===== src/rtl/decode_stage_if.sv =====
// Bundle handshake and decoded-output bus between the instruction queue,
// decode_stage and rename/dispatch.
interface decode_stage_if #(
  parameter int WIDTH = 2,
  parameter int XLEN  = 32
);
  logic                    flush;
  logic                    in_valid;
  logic                    in_ready;
  logic [XLEN-1:0]         in_pc;
  logic [32*WIDTH-1:0]     in_inst;
  logic [WIDTH-1:0]        in_lane_mask;
  logic                    out_valid;
  logic                    out_ready;
  logic [WIDTH-1:0]        out_lane_valid;
  logic [XLEN*WIDTH-1:0]   out_pc;
  logic [7*WIDTH-1:0]      out_opcode;
  logic [3*WIDTH-1:0]      out_funct3;
  logic [7*WIDTH-1:0]      out_funct7;
  logic [5*WIDTH-1:0]      out_rs1;
  logic [5*WIDTH-1:0]      out_rs2;
  logic [5*WIDTH-1:0]      out_rd;
  logic [32*WIDTH-1:0]     out_imm;
  logic [WIDTH-1:0]        out_uses_rs1;
  logic [WIDTH-1:0]        out_uses_rs2;
  logic [WIDTH-1:0]        out_writes_rd;
  logic [WIDTH-1:0]        out_illegal;
  logic [WIDTH*WIDTH-1:0]  out_dep_rs1;
  logic [WIDTH*WIDTH-1:0]  out_dep_rs2;

  modport master (
    output flush, in_valid, in_pc, in_inst, in_lane_mask, out_ready,
    input  in_ready, out_valid, out_lane_valid, out_pc, out_opcode, out_funct3,
           out_funct7, out_rs1, out_rs2, out_rd, out_imm, out_uses_rs1,
           out_uses_rs2, out_writes_rd, out_illegal, out_dep_rs1, out_dep_rs2
  );

  modport slave (
    input  flush, in_valid, in_pc, in_inst, in_lane_mask, out_ready,
    output in_ready, out_valid, out_lane_valid, out_pc, out_opcode, out_funct3,
           out_funct7, out_rs1, out_rs2, out_rd, out_imm, out_uses_rs1,
           out_uses_rs2, out_writes_rd, out_illegal, out_dep_rs1, out_dep_rs2
  );
endinterface


===== src/rtl/decode_stage.sv =====
// Registered N-wide RV32I decode stage: field split, immediate select,
// usage/legality flags, illegal-lane truncation and intra-bundle RAW flags.
module decode_stage #(
  parameter int WIDTH = 2,
  parameter int XLEN  = 32
) (
  input logic           clk,
  input logic           rst,
  decode_stage_if.slave bus
);
  localparam logic [6:0] OP_LUI    = 7'b0110111;
  localparam logic [6:0] OP_AUIPC  = 7'b0010111;
  localparam logic [6:0] OP_JAL    = 7'b1101111;
  localparam logic [6:0] OP_JALR   = 7'b1100111;
  localparam logic [6:0] OP_LOAD   = 7'b0000011;
  localparam logic [6:0] OP_IMM    = 7'b0010011;
  localparam logic [6:0] OP_BRANCH = 7'b1100011;
  localparam logic [6:0] OP_STORE  = 7'b0100011;
  localparam logic [6:0] OP_OP     = 7'b0110011;

  typedef struct packed {
    logic [WIDTH-1:0]            lane_valid;
    logic [WIDTH-1:0][XLEN-1:0]  pc;
    logic [WIDTH-1:0][6:0]       opcode;
    logic [WIDTH-1:0][2:0]       funct3;
    logic [WIDTH-1:0][6:0]       funct7;
    logic [WIDTH-1:0][4:0]       rs1;
    logic [WIDTH-1:0][4:0]       rs2;
    logic [WIDTH-1:0][4:0]       rd;
    logic [WIDTH-1:0][31:0]      imm;
    logic [WIDTH-1:0]            uses_rs1;
    logic [WIDTH-1:0]            uses_rs2;
    logic [WIDTH-1:0]            writes_rd;
    logic [WIDTH-1:0]            illegal;
    logic [WIDTH-1:0][WIDTH-1:0] dep_rs1;
    logic [WIDTH-1:0][WIDTH-1:0] dep_rs2;
  } bundle_t;

  bundle_t     dec;
  bundle_t     bundle_d, bundle_q;
  logic        valid_d, valid_q;
  logic        in_ready_c;
  logic        accept;
  logic        seen_illegal;
  logic        legal;
  logic        u1, u2, wr;
  logic [31:0] ins;
  logic [31:0] imm;

  always_comb begin
    dec          = '0;
    seen_illegal = 1'b0;
    ins          = '0;
    legal        = 1'b0;
    u1           = 1'b0;
    u2           = 1'b0;
    wr           = 1'b0;
    imm          = '0;
    for (int unsigned i = 0; i < WIDTH; i++) begin
      ins   = bus.in_inst[32*i +: 32];
      legal = 1'b1;
      u1    = 1'b0;
      u2    = 1'b0;
      wr    = 1'b0;
      imm   = '0;
      // Every listed opcode ends in 2'b11, so the default arm also covers
      // compressed/invalid low bits; illegal lanes keep zero imm and flags.
      case (ins[6:0])
        OP_LUI, OP_AUIPC: begin
          imm = {ins[31:12], 12'h000};
          wr  = 1'b1;
        end
        OP_JAL: begin
          imm = {{11{ins[31]}}, ins[31], ins[19:12], ins[20], ins[30:21], 1'b0};
          wr  = 1'b1;
        end
        OP_JALR, OP_LOAD, OP_IMM: begin
          imm = {{20{ins[31]}}, ins[31:20]};
          u1  = 1'b1;
          wr  = 1'b1;
        end
        OP_BRANCH: begin
          imm = {{19{ins[31]}}, ins[31], ins[7], ins[30:25], ins[11:8], 1'b0};
          u1  = 1'b1;
          u2  = 1'b1;
        end
        OP_STORE: begin
          imm = {{20{ins[31]}}, ins[31:25], ins[11:7]};
          u1  = 1'b1;
          u2  = 1'b1;
        end
        OP_OP: begin
          u1 = 1'b1;
          u2 = 1'b1;
          wr = 1'b1;
        end
        default: legal = 1'b0;
      endcase

      // Lanes masked off, or younger than the first illegal lane, stay all-zero.
      if (bus.in_lane_mask[i] && !seen_illegal) begin
        dec.lane_valid[i] = 1'b1;
        dec.pc[i]         = bus.in_pc + (XLEN'(i) << 2);
        dec.opcode[i]     = ins[6:0];
        dec.rd[i]         = ins[11:7];
        dec.funct3[i]     = ins[14:12];
        dec.rs1[i]        = ins[19:15];
        dec.rs2[i]        = ins[24:20];
        dec.funct7[i]     = ins[31:25];
        dec.imm[i]        = imm;
        dec.uses_rs1[i]   = u1;
        dec.uses_rs2[i]   = u2;
        dec.writes_rd[i]  = wr && (ins[11:7] != 5'd0);
        dec.illegal[i]    = !legal;
        seen_illegal      = !legal;
      end
    end

    for (int unsigned i = 1; i < WIDTH; i++) begin
      for (int unsigned j = 0; j < i; j++) begin
        dec.dep_rs1[i][j] = dec.lane_valid[i] && dec.lane_valid[j] && dec.writes_rd[j]
                            && dec.uses_rs1[i] && (dec.rd[j] == dec.rs1[i]);
        dec.dep_rs2[i][j] = dec.lane_valid[i] && dec.lane_valid[j] && dec.writes_rd[j]
                            && dec.uses_rs2[i] && (dec.rd[j] == dec.rs2[i]);
      end
    end
  end

  assign in_ready_c = !rst && !bus.flush && (!valid_q || bus.out_ready);
  assign accept     = bus.in_valid && in_ready_c;

  always_comb begin
    valid_d  = valid_q;
    bundle_d = bundle_q;
    if (bus.flush) begin
      valid_d = 1'b0;
    end else if (accept) begin
      valid_d  = 1'b1;
      bundle_d = dec;
    end else if (bus.out_ready) begin
      valid_d = 1'b0;
    end
  end

  always_ff @(posedge clk) begin
    if (rst) begin
      valid_q  <= 1'b0;
      bundle_q <= '0;
    end else begin
      valid_q  <= valid_d;
      bundle_q <= bundle_d;
    end
  end

  assign bus.in_ready       = in_ready_c;
  assign bus.out_valid      = valid_q;
  assign bus.out_lane_valid = bundle_q.lane_valid;
  assign bus.out_pc         = bundle_q.pc;
  assign bus.out_opcode     = bundle_q.opcode;
  assign bus.out_funct3     = bundle_q.funct3;
  assign bus.out_funct7     = bundle_q.funct7;
  assign bus.out_rs1        = bundle_q.rs1;
  assign bus.out_rs2        = bundle_q.rs2;
  assign bus.out_rd         = bundle_q.rd;
  assign bus.out_imm        = bundle_q.imm;
  assign bus.out_uses_rs1   = bundle_q.uses_rs1;
  assign bus.out_uses_rs2   = bundle_q.uses_rs2;
  assign bus.out_writes_rd  = bundle_q.writes_rd;
  assign bus.out_illegal    = bundle_q.illegal;
  assign bus.out_dep_rs1    = bundle_q.dep_rs1;
  assign bus.out_dep_rs2    = bundle_q.dep_rs2;
endmodule


===== src/flat_wrapper.sv =====
// flat-port wrapper written by rule: the top's interface ports become plain ports
module decode_stage_flat 
#(
  parameter int WIDTH = 2,
  parameter int XLEN  = 32
)
  (clk, rst, bus_flush, bus_in_valid, bus_in_pc, bus_in_inst, bus_in_lane_mask, bus_out_ready, bus_in_ready, bus_out_valid, bus_out_lane_valid, bus_out_pc, bus_out_opcode, bus_out_funct3, bus_out_funct7, bus_out_rs1, bus_out_rs2, bus_out_rd, bus_out_imm, bus_out_uses_rs1, bus_out_uses_rs2, bus_out_writes_rd, bus_out_illegal, bus_out_dep_rs1, bus_out_dep_rs2);
  decode_stage_if #(.WIDTH(WIDTH), .XLEN(XLEN)) bus_i ();
  input logic clk;
  input logic rst;
  input wire logic [$bits(bus_i.flush)-1:0] bus_flush;
  input wire logic [$bits(bus_i.in_valid)-1:0] bus_in_valid;
  input wire logic [$bits(bus_i.in_pc)-1:0] bus_in_pc;
  input wire logic [$bits(bus_i.in_inst)-1:0] bus_in_inst;
  input wire logic [$bits(bus_i.in_lane_mask)-1:0] bus_in_lane_mask;
  input wire logic [$bits(bus_i.out_ready)-1:0] bus_out_ready;
  output wire logic [$bits(bus_i.in_ready)-1:0] bus_in_ready;
  output wire logic [$bits(bus_i.out_valid)-1:0] bus_out_valid;
  output wire logic [$bits(bus_i.out_lane_valid)-1:0] bus_out_lane_valid;
  output wire logic [$bits(bus_i.out_pc)-1:0] bus_out_pc;
  output wire logic [$bits(bus_i.out_opcode)-1:0] bus_out_opcode;
  output wire logic [$bits(bus_i.out_funct3)-1:0] bus_out_funct3;
  output wire logic [$bits(bus_i.out_funct7)-1:0] bus_out_funct7;
  output wire logic [$bits(bus_i.out_rs1)-1:0] bus_out_rs1;
  output wire logic [$bits(bus_i.out_rs2)-1:0] bus_out_rs2;
  output wire logic [$bits(bus_i.out_rd)-1:0] bus_out_rd;
  output wire logic [$bits(bus_i.out_imm)-1:0] bus_out_imm;
  output wire logic [$bits(bus_i.out_uses_rs1)-1:0] bus_out_uses_rs1;
  output wire logic [$bits(bus_i.out_uses_rs2)-1:0] bus_out_uses_rs2;
  output wire logic [$bits(bus_i.out_writes_rd)-1:0] bus_out_writes_rd;
  output wire logic [$bits(bus_i.out_illegal)-1:0] bus_out_illegal;
  output wire logic [$bits(bus_i.out_dep_rs1)-1:0] bus_out_dep_rs1;
  output wire logic [$bits(bus_i.out_dep_rs2)-1:0] bus_out_dep_rs2;
  assign bus_i.flush = bus_flush;
  assign bus_i.in_valid = bus_in_valid;
  assign bus_i.in_pc = bus_in_pc;
  assign bus_i.in_inst = bus_in_inst;
  assign bus_i.in_lane_mask = bus_in_lane_mask;
  assign bus_i.out_ready = bus_out_ready;
  assign bus_in_ready = bus_i.in_ready;
  assign bus_out_valid = bus_i.out_valid;
  assign bus_out_lane_valid = bus_i.out_lane_valid;
  assign bus_out_pc = bus_i.out_pc;
  assign bus_out_opcode = bus_i.out_opcode;
  assign bus_out_funct3 = bus_i.out_funct3;
  assign bus_out_funct7 = bus_i.out_funct7;
  assign bus_out_rs1 = bus_i.out_rs1;
  assign bus_out_rs2 = bus_i.out_rs2;
  assign bus_out_rd = bus_i.out_rd;
  assign bus_out_imm = bus_i.out_imm;
  assign bus_out_uses_rs1 = bus_i.out_uses_rs1;
  assign bus_out_uses_rs2 = bus_i.out_uses_rs2;
  assign bus_out_writes_rd = bus_i.out_writes_rd;
  assign bus_out_illegal = bus_i.out_illegal;
  assign bus_out_dep_rs1 = bus_i.out_dep_rs1;
  assign bus_out_dep_rs2 = bus_i.out_dep_rs2;
  decode_stage #(.WIDTH(WIDTH), .XLEN(XLEN)) u_core (.clk(clk), .rst(rst), .bus(bus_i));
endmodule

===== config.mk =====
export PLATFORM = sky130hd
export DESIGN_NAME = decode_stage_flat
export DESIGN_NICKNAME = d
export VERILOG_FILES = /design/src/rtl/decode_stage_if.sv /design/src/rtl/decode_stage.sv /design/src/flat_wrapper.sv
export SDC_FILE = /design/constraint.sdc
export NUM_CORES = 1
export LEC_CHECK = 0
export CAP_MARGIN = 20
export CELL_PAD_IN_SITES_DETAIL_PLACEMENT = 2
export CELL_PAD_IN_SITES_GLOBAL_PLACEMENT = 2
export CORE_ASPECT_RATIO = 1.25
export CORE_UTILIZATION = 25
export CTS_CLUSTER_SIZE = 14
export DETAILED_ROUTE_END_ITERATION = 8
export HOLD_SLACK_MARGIN = 0.03
export PLACE_DENSITY = 0.82
export SLEW_MARGIN = 10
export SYNTH_ARGS = -nofsm -noshare
export SYNTH_HDL_FRONTEND = slang
export SYNTH_SLANG_ARGS = --single-unit
export TNS_END_PERCENT = 5

===== constraint.sdc =====
create_clock -name clk -period 2.4 [get_ports clk]
set_input_delay 0.48 -clock clk [delete_from_list [all_inputs] [get_ports clk]]
set_output_delay 0.48 -clock clk [all_outputs]
set_load 0.03 [all_outputs]

==> results.toml <==
[status]
outcome = "completed"

[power]
power_per_cell_area_mw_per_mm2 = 606
power_leakage_nw = 4.93
irDropWorstVdd_v = 0.000416
total_power_mw = 8.41

[setup_path]
critPathLaunchType = "flop"
critPathLaunch = "u_core.bus.out_imm[52]$_SDFFE_PP0P_"
timing.setup.critical_path_class = "reg -> out"
timing.critical_path.buf_inv = 1
critPathSlowestCell = "sky130_fd_sc_hd__clkdlybuf4s50_1"
worstPathCellList = "clkdlybuf4s50_1"
end_kind = "primary output"
worstReg2RegStart = "u_core.bus.out_valid$_SDFFE_PP0P_"
crit_path_end = "bus_out_imm[52]"
critical_path_depth = 1
critical_path_arrival_ns = 1.72
cp.required_ns = 1.92
path_max_fanout = 2
r2r_cells = 7
crit_family = "buffers and inverters"
ff2ff_setup_slack_ns = 0.69
reg2reg_to = "u_core.bus.out_pc[61]$_SDFFE_PP0P_"
cp_slowest_stage_delay_ns = 0.79

[sta]
finalSetupViolations = 0
max-slew-margin-rel_pct = 56.7
period_minus_slack_ns = 2.20
worst_pin_slew_ns = 0.649
post_route_clock_period_utilization_pct = 91.8
finalHoldViolCount = 0
rsz0062_at_grt = "false"
timing.fmax_mhz = 454
clock_skew_ns = 0.0219
maxSlewViolCount = 0
smallest_setup_slack_after_layout_ns = 0.197
timing.setup.tns_ns = 0

[run]
drv_cap = 0

[yosys]
synth_async_sr_flop_share_pct = 0
ys_warn_count = 0
yosysSeqAreaShare_pct = 46.8
synth.ff_latch_count = 205
syn_avg_cell_area_um2 = 8.40
synth.lib_cells_used.distinct = 69
synthesis.area_mm2 = 0.00876
synth-edff-count = 0
synth_flop_cell = "sky130_fd_sc_hd__dfxtp_1"
postSynthCellCount = 1043

[global_routing]
initial_antenna_violation_count = 0
grt_pass1_wl_mm = 64.6
maximum_number_of_pins_on_one_net_before_global_route_repair = 126
vias_in_the_first_global_route = 10700
global_route.usage.total_pct = 23.4
grt_overflow_total = 0

[routing]
drt_pass1_iterations = 4
drc = 0
drt-vias-per-instance = 5.01
route.vias.total = 9473
antenna_violating_nets_remaining = 0
wl_mm = 42.2
drtIter0Drc = 413
drt-wirelength-per-cell_um = 22.3

[clocking]
cts_hold_buffers = 0
clk_path_buf_depth = 3
worst_setup_hold_path_clk_slew_ns = 0.06
tritoncts = "yes"
cts-root-buf = "sky130_fd_sc_hd__clkbuf_16"
clock-sinks = 205
post_cts_buffers = 0
cts_max_level = 1
insertion_delay_ns = 0.56
cts_buffers = 25

[finish]
sequential_cell_area_mm2 = 0.00410
finalNonFillerCells = 1890
final_common_cell = "sky130_fd_sc_hd__clkdlybuf4s50_1"
filler_cell_count = 3736
mostFrequentLayoutCells = "sky130_fd_sc_hd__clkdlybuf4s50_1, sky130_fd_sc_hd__dfxtp_1, sky130_fd_sc_hd__nand2_1, sky130_fd_sc_hd__a21oi_1, sky130_fd_sc_hd__buf_4"
multi_input_logic_area_mm2 = 0.00418
layout.nets = 1508
antenna-diode-count = 0
flow.area_growth_from_synthesis_pct = 58.6
final_layout_size_suffix_gt1_share_pct = 12.6

[place]
dp_worst_setup_slack_ns = -0.241
place_congestion = 0.777
numPortBuffers = 308
dp.final_hpwl_mm = 30.5
placed_cells_incl_taps = 1845

[die]
fp.coreArea_mm2 = 0.0345
chip_width_um = 169
placementRows = 76
boundaryPins = 315
die-area_mm2 = 0.0358
initial_core_util_pct = 25.4
die-height_um = 211

[hold_path]
min-delay-path-class = "in -> reg"
what timing repair did:
action,4_1_cts,5_1_grt
setup endpoints to repair,1,0
hold endpoints to repair,0,0
resized for setup,1,0
power breakdown:
part / internal, mW / switching (mW) / leakage, nW
clock: 2.31 / 1.61 / 0.410
combinational: 0.430 / 0.582 / 2.87
sequential: 3.45 / 0.0302 / 1.66
worst min-delay path by stage:
stage	startpoint	to	slack, ns	cells after the start
after floorplan	u_core.bus.out_pc[58]$_SDFFE_PP0P_	u_core.bus.out_pc[58]$_SDFFE_PP0P_	0.57	2
after global placement	u_core.bus.out_pc[58]$_SDFFE_PP0P_	u_core.bus.out_pc[58]$_SDFFE_PP0P_	0.43	2
after detailed placement	u_core.bus.out_pc[58]$_SDFFE_PP0P_	u_core.bus.out_pc[58]$_SDFFE_PP0P_	0.45	2
after CTS	rst	u_core.bus.out_valid$_SDFFE_PP0P_	0.42	4
after global routing	rst	u_core.bus.out_valid$_SDFFE_PP0P_	0.42	4
final	rst	u_core.bus.out_valid$_SDFFE_PP0P_	0.42	4
kinds of logic (layout without fill, tap and decap cells):
| group | after synthesis | after routing | synth area share [%] |
|---|---|---|---|
| AO/OA/AOI/OAI | 310 | 310 | 23.0 |
| other | 1 | 6 | 0.0428 |
| adder cells (fa/ha/maj) | 1 | 1 | 0.143 |
| flip-flops | 205 | 205 | 46.8 |
| buffers and inverters | 111 | 485 | 6.02 |
| AND/OR/NAND/NOR | 382 | 382 | 20.6 |
| XOR/XNOR | 33 | 33 | 3.30 |
state kept, by name, indices dropped and copies added, names as in the netlist, 6 cells and up:
| name | flops |
|---|---|
| u_core.bus.out_imm | 64 |
| u_core.bus.out_pc | 64 |
| u_core.bus.out_funct7 | 14 |
| u_core.bus.out_opcode | 14 |
| u_core.bus.out_rd | 10 |
| u_core.bus.out_rs1 | 10 |
| u_core.bus.out_rs2 | 10 |
| u_core.bus.out_funct3 | 6 |
cell type report:
class                           count  area share, %
Inverter                           18          0.486
Tap cell                          468           4.21
Clock buffer                       38           5.50
Clock inverter                      7          0.621
Multi-Input combinational cell    732           30.1
Sequential cell                   205           29.5
Timing Repair Buffer              422           29.5
metrics by stage:
stage	util [%]	area (um2)	hold WS [ns]
floorplan	-	8780	0.573
global placement	37.8	13000	0.434
detailed placement	37.8	13000	0.445
CTS	40.3	13900	0.417
global route	40.3	13900	0.420
finish	40.3	13900	0.423
cells in the mapped netlist (4+ instances only):
master,number,share of area [%]
sky130_fd_sc_hd__clkbuf_1,52,2.2
sky130_fd_sc_hd__buf_4,8,0.69
sky130_fd_sc_hd__nand2_1,175,7.5
sky130_fd_sc_hd__a22o_1,36,3.6
sky130_fd_sc_hd__xnor2_1,22,2.2
sky130_fd_sc_hd__o21ai_1,4,0.23
sky130_fd_sc_hd__and4_1,4,0.40
sky130_fd_sc_hd__nor3_1,17,0.97
sky130_fd_sc_hd__o211ai_1,20,1.7
sky130_fd_sc_hd__o21ai_0,69,3.9
sky130_fd_sc_hd__buf_2,19,1.1
sky130_fd_sc_hd__nand3_1,76,4.3
sky130_fd_sc_hd__a22oi_1,18,1.5
sky130_fd_sc_hd__a21boi_0,10,0.86
sky130_fd_sc_hd__inv_1,18,0.77
sky130_fd_sc_hd__dfxtp_1,205,47
sky130_fd_sc_hd__and3_1,29,2.1
sky130_fd_sc_hd__xor2_1,11,1.1
sky130_fd_sc_hd__buf_1,6,0.26
sky130_fd_sc_hd__buf_6,6,0.77
sky130_fd_sc_hd__nor4_1,6,0.43
sky130_fd_sc_hd__nor2_1,37,1.6
sky130_fd_sc_hd__nor2b_1,4,0.29
sky130_fd_sc_hd__a21oi_1,116,6.6
sky130_fd_sc_hd__nand4_1,8,0.57
per-layer routing:
layer / GRT usage, % / wire length, um / up-vias
li1: - / - / 4386
met1: 24.8 / 15900 / 4715
met2: 43.4 / 21900 / 277
met3: 5.18 / 2420 / 95
met4: 11.4 / 1970 / 0
met5: 0 / 0 / -
No activity file was read; power rests on OpenSTA's default activity.
